[src/rtl/instr_fetch_arbiter.sv]
// rtl/instr_fetch_arbiter.sv - four-core round-robin instruction fetch arbiter with a pipelined shared memory port
//
// Purpose:
//   Four cores share one synchronous instruction memory. Each cycle, one core is chosen
//   round-robin from the cores that are requesting and have no fetch in flight.
//   Its address is registered onto mem_addr, and its word comes back two cycles after the grant.
//   A new grant can be issued every cycle.
//
// Ports:
//   clock        rising-edge clock
//   reset_n      synchronous active-low reset
//   req[3:0]     per-core fetch request, held until that core's instr_valid
//   addr0..addr3 per-core fetch address (ADDR_W)
//   mem_addr     registered address to the shared memory (ADDR_W)
//   mem_data     memory read word, valid one cycle after mem_addr is registered (DATA_W)
//   gnt[3:0]     one-cycle grant pulse per granted core
//   instr_out    returned instruction word; holds its value between returns (DATA_W)
//   instr_valid  one-cycle pulse marking the core(s) that own instr_out
//   busy         high while any fetch is outstanding
//
// Configuration:
//   FETCH_COALESCE_EN  When defined, every eligible core whose address matches the winner's
//                      address is granted in the same cycle as the winner.
module instr_fetch_arbiter #(
  parameter int ADDR_W = 8,
  parameter int DATA_W = 8
) (
  input  logic              clock,
  input  logic              reset_n,
  input  logic [3:0]        req,
  input  logic [ADDR_W-1:0] addr0,
  input  logic [ADDR_W-1:0] addr1,
  input  logic [ADDR_W-1:0] addr2,
  input  logic [ADDR_W-1:0] addr3,
  output logic [ADDR_W-1:0] mem_addr,
  input  logic [DATA_W-1:0] mem_data,
  output logic [3:0]        gnt,
  output logic [DATA_W-1:0] instr_out,
  output logic [3:0]        instr_valid,
  output logic              busy
);

  logic [ADDR_W-1:0] addr_arr [4];
  logic [3:0]        outstanding;
  logic [3:0]        s1_mask;
  logic [3:0]        s2_mask;
  logic [1:0]        last_winner;

  logic [3:0]        eligible;
  logic [3:0]        grant_mask;
  logic [3:0]        outstanding_nxt;
  logic [1:0]        winner;
  logic [1:0]        idx;
  logic              found;

  assign addr_arr[0] = addr0;
  assign addr_arr[1] = addr1;
  assign addr_arr[2] = addr2;
  assign addr_arr[3] = addr3;

  always_comb begin
    eligible   = req & ~outstanding;
    found      = 1'b0;
    winner     = last_winner;
    idx        = 2'd0;
    // Walk the cores starting just after the last winner; the first eligible core wins.
    for (int k = 1; k <= 4; k++) begin
      idx = last_winner + 2'(k);
      if (!found && eligible[idx]) begin
        found  = 1'b1;
        winner = idx;
      end
    end
    grant_mask = found ? (4'b0001 << winner) : 4'b0000;
`ifdef FETCH_COALESCE_EN
    for (int i = 0; i < 4; i++) begin
      if (found && eligible[i] && (addr_arr[i] == addr_arr[winner])) begin
        grant_mask[i] = 1'b1;
      end
    end
`endif
    // The grant and return bit sets never overlap, because a returning core is still outstanding.
    outstanding_nxt = (outstanding & ~s2_mask) | grant_mask;
  end

  always_ff @(posedge clock) begin
    if (!reset_n) begin
      gnt         <= 4'b0000;
      instr_valid <= 4'b0000;
      outstanding <= 4'b0000;
      s1_mask     <= 4'b0000;
      s2_mask     <= 4'b0000;
      busy        <= 1'b0;
      instr_out   <= '0;
      mem_addr    <= '0;
      last_winner <= 2'd3;
    end else begin
      gnt         <= grant_mask;
      s1_mask     <= grant_mask;
      s2_mask     <= s1_mask;
      instr_valid <= s2_mask;
      outstanding <= outstanding_nxt;
      busy        <= |outstanding_nxt;
      if (found) begin
        mem_addr    <= addr_arr[winner];
        last_winner <= winner;
      end
      if (|s2_mask) begin
        instr_out <= mem_data;
      end
    end
  end

endmodule

[config.mk]
export PLATFORM = sky130hd
export DESIGN_NAME = instr_fetch_arbiter
export DESIGN_NICKNAME = d
export VERILOG_FILES = /design/src/rtl/instr_fetch_arbiter.sv
export SDC_FILE = /design/constraint.sdc
export NUM_CORES = 1
export LEC_CHECK = 0
export CAP_MARGIN = 20
export CORE_MARGIN = 8
export CORE_UTILIZATION = 44
export DETAILED_ROUTE_END_ITERATION = 8
export HOLD_SLACK_MARGIN = 0.15
export PLACE_DENSITY_LB_ADDON = 0.3
export SLEW_MARGIN = 20
export SYNTH_ARGS = -nofsm -noshare
export SYNTH_HDL_FRONTEND = slang
export SYNTH_SLANG_ARGS = --single-unit
export TNS_END_PERCENT = 50
[constraint.sdc]
create_clock -name clock -period 5.2 [get_ports clock]
set_clock_uncertainty 0.15 [all_clocks]
set_input_delay 0.52 -clock clock [delete_from_list [all_inputs] [get_ports clock]]
set_output_delay 0.52 -clock clock [all_outputs]
set_load 0.05 [all_outputs]
==> impl_metrics.csv, run 1 <==
group,metric,value,unit
global_route,grt_start_max_net_pins,35,
clock_tree,cts_tree,"built",
global_route,gr-usage-all-layers,0.163,
power,p_seq_frac,0.331,
synthesis,ys_seq_area_frac,0.451,
floorplanning,die_y,75.5,um
power,p_sw,515,uW
synthesis,synth_nets,199,
placed_design,gp_routability_congestion,0.925,
sta,relSlewSlack,0.384,
clock_tree,post-cts-setup-buffers,0,
clock_tree,cts_max_path_buffers,2,
final_layout,nets,269,
global_route,grt_pass1_vias,1507,
floorplanning,initial_core_util,0.462,
synthesis,synth.largest_area_cell,"dfxtp_1",
power,p_sw_frac,0.447,
synthesis,ys_warn_count,0,
clock_tree,root_buffer,"clkbuf_4",
drt,wl,4260,um
critical_path,endpoint_kind,"register",
sta,timing.fmax,434,MHz
power,combPwrFrac,0.545,
final_layout,area_growth,49.2,%
critical_path,startpoint_type,"input pin",
final_layout,final_cell_mix,"70 x clkdlybuf4s50_1, 35 x dfxtp_1, 18 x and2_1, 16 x mux2i_1, 10 x nor2b_1",
worst_hold_path,hp-class,"register to register",
final_layout,antenna_cells,0,
power,pwr_density_cell,496,mW/mm^2
sta,setup_viol,0,
floorplanning,fp-row-count,21,
drt,drt_first_pass_iters,4,
global_route,grt_pass1_wl,6990,um
synthesis,postSynthCellCount,153,
sta,grt_setup_unrepaired,"false",
drt,wl_per_cell,15.8,um
synthesis,synth.distinct_cells,35,
final_layout,layout-drive-gt1-share,0.0536,
drt,drc_errors,0,
outcome,status,"finished clean",
synthesis,ys_seq_elements,35,
clock_tree,htreeDepth,2,
floorplanning,io_pins,71,
synthesis,synth.cell_area,0.00156,mm^2
final_layout,final_common_cell,"clkdlybuf4s50_1",
sta,finalHoldViolations,0,
floorplanning,dieArea,0.00569,mm^2
final_layout,multiInputGateArea,803,um^2
clock_tree,clock_sinks,35,
clock_tree,cts_buffers,5,
critical_path,path_cells,"clkdlybuf4s50_1, nand2b_4, a311o_1, a21bo_1, a221oi_1, a211oi_1",
critical_path,path_class,"input pin to register",
floorplanning,core_area,0.00336,mm^2
drt,drtAntennaViolNets,0,
final_layout,post-route-util,0.690,
sta,layout_worst_path_cycle_share,0.443,
sta,period_minus_slack,2.30,ns
critical_path,slowest_stage,"clkdlybuf4s50_1",
clock_tree,insertion_delay,0.34,ns
floorplanning,die_w,75.5,um
global_route,antenna_found_initial,0,
synthesis,synth_top_area_share,0.451,
sta,slew_viol_final,0,
power,power.internal,637,uW
clock_tree,path_clk_slew,0.11,ns
critical_path,cp.required,5.27,ns
placed_design,portBuffers,70,
sta,tightestPinTransition,0.921,ns
power,power,1.15,mW
placed_design,hpwl,3260,um
sta,fin_ws,2.90,ns
synthesis,yosys-top-cells-area,"dfxtp_1 45%, mux2i_1 10%, and2_1 7.2%",
synthesis,synth.avg_cell_area,10.2,um^2
final_layout,seq_area,701,um^2
global_route,gr-total-overflow,0,
drt,via_per_inst,5.30,
final_layout,finalNonFillerCells,270,
critical_path,max_stage_delay,0.50,ns
placed_design,preCtsSetupSlack,2.55,ns
sta,fin_setup_tns,0,ns
drt,via_count,1430,
power,ir_drop,0.241,mV
drt,drt-initial-drc-count,51,
clock_tree,cts_resized,0,
clock_tree,cts_hold_buffers,0,
critical_path,arrival,2.37,ns
run,cap_violations,0,
placed_design,dp_cells,262,
final_layout,fillers,292,
power,p_leak,0.919,nW
critical_path,crit_fanout,12,
power,p_clk_frac,0.123,
## critical path: cells and delay by family
family / cells / cell delay (ns)
compound gates: 4 / 1.26
buf+inv: 1 / 0.50
simple gates: 1 / 0.08
## through the flow
| step | area (um^2) | hold WS [ns] |
|---|---|---|
| 2_1_floorplan | 1560 | 0.344 |
| 3_3_place_gp | 2270 | 0.285 |
| 3_5_place_dp | 2270 | 0.298 |
| 4_1_cts | 2320 | 0.324 |
| 5_1_grt | 2320 | 0.344 |
| 6_report | 2320 | 0.319 |
## cell type report
type,count,area share
clock inverters,2,0.00539
clock buffers,6,0.0178
repair buffers,70,0.302
inverters,1,0.00162
well taps,46,0.0248
flip-flops and latches,35,0.302
multi-input cells,110,0.346
## cell usage after synthesis, drive strengths merged
master	number
o21ai	10
and3	2
nand2	7
o22ai	1
nand4	1
and4	1
o32a	1
buf	4
a21boi	4
or3b	1
nor2	4
mux2i	16
nor2b	10
a211oi	9
or2b	1
a21oi	1
nor4	1
a221oi	8
nand3	2
a21bo	1
dfxtp	35
clkbuf	3
and2	18
o22a	1
inv	1
a311o	1
nand2b	7
o211ai	1
nor3b	1
## registers in the layout, summed over array words and instances (netlist names)
name and flops:
outstanding 4, instr_out 8, instr_valid 4, last_winner 2, s2_mask 4, busy 1, mem_addr 8, s1_mask 4
## final timing paths
path,from,endpoint,slack (ns),depth (start not counted)
worst max-delay path,req[2],mem_addr[1]$_SDFFE_PN0P_,2.90,6
worst min-delay path,s1_mask[2]$_SDFF_PN0_,s2_mask[2]$_SDFF_PN0_,0.32,1
worst max register to register,outstanding[2]$_SDFF_PN0_,mem_addr[1]$_SDFFE_PN0P_,3.19,5
worst min register to register,s1_mask[2]$_SDFF_PN0_,s2_mask[2]$_SDFF_PN0_,0.32,1
## layer usage
metal  wire (um)  track usage
met4         127       0.0746
met5           0            0
met2        1990        0.272
met3         439       0.0645
met1        1710        0.176
## cell families after synthesis
logic type             after synthesis  synth area share
AOI/OAI and AO/OA                   38             0.187
buffers and inverters                8            0.0330
muxes                               16             0.103
and+or+nand+nor                     56             0.226
DFF                                 35             0.451
## power by group through the flow
stage / clock network (mW) / registers (mW) / logic, mW
finish: 0.142 / 0.382 / 0.628
detailed placement: 0 / 0.386 / 0.632
CTS: 0.147 / 0.382 / 0.634
global placement: 0 / 0.384 / 0.618
floorplan: 0 / 0.555 / 0.286
global route: 0.158 / 0.390 / 0.677
Power figures use the tool's default switching activity.
==> inputs of run 2 (changes only) <==
- CORE_UTILIZATION: 44 -> 41
- clock period: 5.2 -> 2.2 ns (I/O delays scaled with it)
==> impl_metrics.csv, run 2 (synthesis gave the netlist of run 1 again) <==
group,metric,value,unit
outcome,status,"finished clean",
final_layout,nets,278,
floorplanning,die_y,77.6,um
critical_path,startpoint_type,"input pin",
floorplanning,core_area,0.00366,mm^2
sta,fin_setup_tns,0,ns
critical_path,slowest_stage,"clkdlybuf4s50_1",
sta,setup_viol,0,
sta,tightestPinTransition,0.677,ns
final_layout,final_common_cell,"clkdlybuf4s50_1",
sta,slew_viol_final,0,
placed_design,hpwl,3590,um
clock_tree,post-cts-setup-buffers,0,
clock_tree,cts_resized,0,
sta,timing.hold.ws,0.311,ns
global_route,antenna_found_initial,0,
global_route,grt_pass1_wl,7590,um
drt,wl_per_cell,16.3,um
final_layout,area_growth,56.7,%
clock_tree,path_clk_slew,0.07,ns
clock_tree,cts_tree,"built",
clock_tree,cts_buffers,5,
clock_tree,cts_max_path_buffers,2,
sta,timing.fmax,487,MHz
final_layout,reg_top3,"instr_out x8, mem_addr x8",
final_layout,antenna_cells,0,
power,p_sw,1.28,mW
run,cap_violations,0,
final_layout,fillers,315,
final_layout,final_cell_mix,"70 x clkdlybuf4s50_1, 35 x dfxtp_1, 18 x and2_1, 16 x mux2i_1, 10 x nor2b_1",
clock_tree,clock_sinks,35,
placed_design,gp_routability_congestion,0.738,
sta,grt_setup_unrepaired,"false",
drt,drtAntennaViolNets,0,
floorplanning,dieArea,0.00602,mm^2
power,power.internal,1.70,mW
drt,drc_errors,0,
critical_path,crit_fanout,10,
placed_design,placed_area,0.00235,mm^2
critical_path,path_class,"input pin to register",
floorplanning,initial_core_util,0.425,
floorplanning,io_pins,71,
sta,period_minus_slack,2.06,ns
power,p_sw_frac,0.430,
critical_path,max_stage_delay,0.45,ns
sta,layout_worst_path_cycle_share,0.934,
critical_path,arrival,2.06,ns
worst_hold_path,hp-class,"register to register",
drt,drt_first_pass_iters,4,
power,combPwrFrac,0.543,
drt,drt-initial-drc-count,111,
global_route,gr-total-overflow,0,
critical_path,path_cells,"clkdlybuf4s50_1, nor3b_1, a311o_1, a21bo_1, a221oi_1, a211oi_1",
final_layout,finalNonFillerCells,281,
sta,finalHoldViolations,0,
power,pwr_density_cell,1220,mW/mm^2
floorplanning,die_w,77.6,um
clock_tree,cts_hold_buffers,0,
power,p_leak,0.979,nW
power,p_seq_frac,0.306,
final_layout,final_area,0.00244,mm^2
clock_tree,root_buffer,"clkbuf_8",
drt,via_count,1470,
clock_tree,insertion_delay,0.28,ns
final_layout,post-route-util,0.666,
global_route,gr-usage-all-layers,0.155,
global_route,grt_start_max_net_pins,35,
drt,via_per_inst,5.23,
power,p_clk_frac,0.151,
final_layout,layout-drive-gt1-share,0.0944,
drt,wl,4570,um
critical_path,cp.required,2.20,ns
global_route,grt_pass1_vias,1598,
power,ir_drop,0.674,mV
floorplanning,fp-row-count,22,
clock_tree,htreeDepth,2,
sta,relSlewSlack,0.545,
critical_path,endpoint_kind,"register",
placed_design,dp_cells,273,
placed_design,portBuffers,70,
[run 2: cell types whose count changed in the layout (fill, tap and decap cells not counted)]
cell and delta:
buf_12 +1, clkbuf_8 +5, clkbuf_1 -1, buf_4 +8, clkbuf_4 -5, clkinvlp_4 +1
[run 2: final timing paths]
check                                  end                      start  cells past startpoint  slack (ns)
setup reg to reg  mem_addr[7]$_SDFFE_PN0P_  outstanding[1]$_SDFF_PN0_                      5        0.23
setup / recovery  mem_addr[7]$_SDFFE_PN0P_                     req[1]                      6        0.14
hold reg to reg      s2_mask[0]$_SDFF_PN0_      s1_mask[0]$_SDFF_PN0_                      1        0.31
hold / removal       s2_mask[0]$_SDFF_PN0_      s1_mask[0]$_SDFF_PN0_                      1        0.31
[run 2: layer usage]
| metal | up-vias | routed length, um | track usage |
|---|---|---|---|
| met5 | - | 0 | 0 |
| met4 | 0 | 55 | 0.0547 |
| met3 | 6 | 387 | 0.0760 |
| met2 | 59 | 2310 | 0.272 |
| met1 | 693 | 1810 | 0.154 |
| li1 | 712 | - | - |
[run 2: metrics by stage]
step | setup slack [ns] | power [mW]
global placement | 0.00587 | 2.49
finish | 0.145 | 2.98
floorplan | 0.383 | 1.99
detailed placement | -0.114 | 2.54
global route | 0.102 | 3.15
CTS | 0.183 | 2.99
[run 2: area by class of cell]
| class | instances | area (um^2) | share of cell area |
|---|---|---|---|
| Tap cell | 48 | 60.1 | 0.0246 |
| Clock inverter | 3 | 20.0 | 0.00821 |
| Multi-Input combinational cell | 110 | 803 | 0.330 |
| Sequential cell | 35 | 701 | 0.287 |
| Inverter | 1 | 3.75 | 0.00154 |
| Clock buffer | 5 | 68.8 | 0.0282 |
| Timing Repair Buffer | 79 | 781 | 0.320 |
[run 2: power groups by stage]
stage	sequential, mW	combinational [mW]	clock (mW)
detailed placement	0.922	1.61	0
global route	0.932	1.72	0.498
floorplan	1.31	0.677	0
global placement	0.914	1.57	0
finish	0.913	1.62	0.450
CTS	0.912	1.62	0.459
[run 2: critical path, delay by kind of cell]
kind,cells,cell delay (ns)
AOI/OAI and AO/OA,4,1.20
buffers and inverters,1,0.45
and+or+nand+nor,1,0.17
==> inputs of run 3 (changes only) <==
- CELL_PAD_IN_SITES_DETAIL_PLACEMENT: not set -> 1
- CELL_PAD_IN_SITES_GLOBAL_PLACEMENT: not set -> 2
- CORE_UTILIZATION: 41 -> 24
==> impl_metrics.csv, run 3 (synthesis gave the netlist of run 1 again) <==
group,metric,value,unit
power,pwr_density_cell,1290,mW/mm^2
drt,drt-initial-drc-count,53,
global_route,grt_pass1_wl,8160,um
sta,fin_setup_tns,0,ns
sta,slew_viol_final,0,
outcome,status,"finished clean",
drt,wl,4920,um
drt,wl_per_cell,15.8,um
final_layout,layout-drive-gt1-share,0.102,
floorplanning,initial_core_util,0.246,
floorplanning,dieArea,0.00931,mm^2
clock_tree,cts_tree,"built",
clock_tree,cts_buffers,5,
clock_tree,cts_hold_buffers,0,
global_route,grt_start_max_net_pins,21,
clock_tree,root_buffer,"clkbuf_8",
clock_tree,cts_max_path_buffers,2,
critical_path,r2r_start,"outstanding[2]$_SDFF_PN0_",
clock_tree,htreeDepth,2,
global_route,gr-total-overflow,0,
placed_design,portBuffers,70,
critical_path,reg2reg_depth,5,
sta,layout_worst_path_cycle_share,0.902,
floorplanning,die_w,96.5,um
placed_design,placed_area,0.00242,mm^2
worst_hold_path,hp-class,"register to register",
global_route,gr-usage-all-layers,0.115,
sta,grt_setup_unrepaired,"false",
final_layout,final_common_cell,"clkdlybuf4s50_1",
sta,relSlewSlack,0.516,
placed_design,gp_routability_congestion,0.760,
critical_path,path_class,"input pin to register",
floorplanning,die_y,96.5,um
clock_tree,cts_resized,0,
placed_design,hpwl,3920,um
final_layout,post-route-util,0.406,
critical_path,endpoint_kind,"register",
final_layout,reg_top3,"instr_out x8, mem_addr x8",
clock_tree,insertion_delay,0.29,ns
critical_path,cp.required,2.22,ns
drt,drt_first_pass_iters,4,
power,power,3.30,mW
critical_path,crit_fanout,9,
drt,drc_errors,0,
placed_design,preCtsSetupSlack,-0.0957,ns
final_layout,antenna_cells,0,
run,cap_violations,0,
power,p_clk_frac,0.211,
worst_hold_path,worstHoldPathCells,1,
drt,via_per_inst,4.62,
sta,finalHoldViolations,0,
sta,setup_viol,0,
critical_path,critical_path.startpoint,"req[1]",
floorplanning,fp-row-count,29,
global_route,antenna_found_initial,0,
floorplanning,core_area,0.00631,mm^2
critical_path,arrival,2.00,ns
sta,fin_ws,0.216,ns
power,p_leak,1.02,nW
power,p_sw_frac,0.397,
sta,tightestPinTransition,0.720,ns
sta,timing.fmax,504,MHz
power,power.internal,1.99,mW
final_layout,nets,280,
worst_hold_path,min_from,"s1_mask[3]$_SDFF_PN0_",
clock_tree,post-cts-setup-buffers,0,
power,p_seq_frac,0.275,
power,p_sw,1.31,mW
drt,drtAntennaViolNets,0,
final_layout,fillers,700,
final_layout,final_area,0.00256,mm^2
critical_path,startpoint_type,"input pin",
clock_tree,clock_sinks,35,
final_layout,final_cell_mix,"70 x clkdlybuf4s50_1, 35 x dfxtp_1, 18 x and2_1, 16 x mux2i_1, 10 x nor2b_1",
floorplanning,io_pins,71,
power,ir_drop,0.439,mV
final_layout,area_growth,64.7,%
clock_tree,path_clk_slew,0.08,ns
power,combPwrFrac,0.514,
global_route,grt_pass1_vias,1656,
drt,via_count,1440,
sta,period_minus_slack,1.98,ns
run 3: changes by cell type in the layout (fill, tap and decap cells not counted), sizes merged:
cell,previous run,this run
clkinv,1,0
buf,9,11
bufinv,0,2
clkinvlp,2,1
run 3: worst paths after layout:
kind | endpoint | slack [ns]
max | mem_addr[0]$_SDFFE_PN0P_ | 0.22
min | s2_mask[3]$_SDFF_PN0_ | 0.32
max reg2reg | mem_addr[0]$_SDFFE_PN0P_ | 0.24
min reg2reg | s2_mask[3]$_SDFF_PN0_ | 0.32
run 3: area by class of cell:
| type | instances | area, um^2 | area share |
|---|---|---|---|
| Clock inverter | 3 | 67.6 | 0.0264 |
| Multi-Input combinational cell | 110 | 803 | 0.314 |
| Tap cell | 77 | 96.3 | 0.0376 |
| Timing Repair Buffer | 81 | 821 | 0.320 |
| Sequential cell | 35 | 701 | 0.274 |
| Clock buffer | 5 | 68.8 | 0.0269 |
| Inverter | 1 | 3.75 | 0.00147 |
run 3: through the flow:
stage,hold slack (ns),std cells
2_1_floorplan,0.214,153
3_3_place_gp,0.301,304
3_5_place_dp,0.309,304
4_1_cts,0.322,312
5_1_grt,0.333,312
6_report,0.317,312
run 3: power groups by stage:
stage	clock network [mW]	registers (mW)	logic, mW
2_1_floorplan	0	1.31	0.677
3_3_place_gp	0	0.917	1.70
3_5_place_dp	0	0.924	1.72
4_1_cts	0.719	0.911	1.72
5_1_grt	0.746	0.934	1.82
6_report	0.697	0.906	1.70
run 3: per-layer routing:
layer	wire length (um)	GRT usage	vias up	part of all wire
met2	2170	0.180	58	0.44
met5	0	0	-	0
li1	-	-	713	-
met3	548	0.0587	8	0.11
met4	80	0.0454	0	0.016
met1	2120	0.131	661	0.43
run 3: critical path, stage by stage:
cell             delay [ns]
clkdlybuf4s50_1        0.43
nor3b_1                0.17
a311o_1                0.39
a21bo_1                0.33
a221oi_1               0.36
a211oi_1               0.10
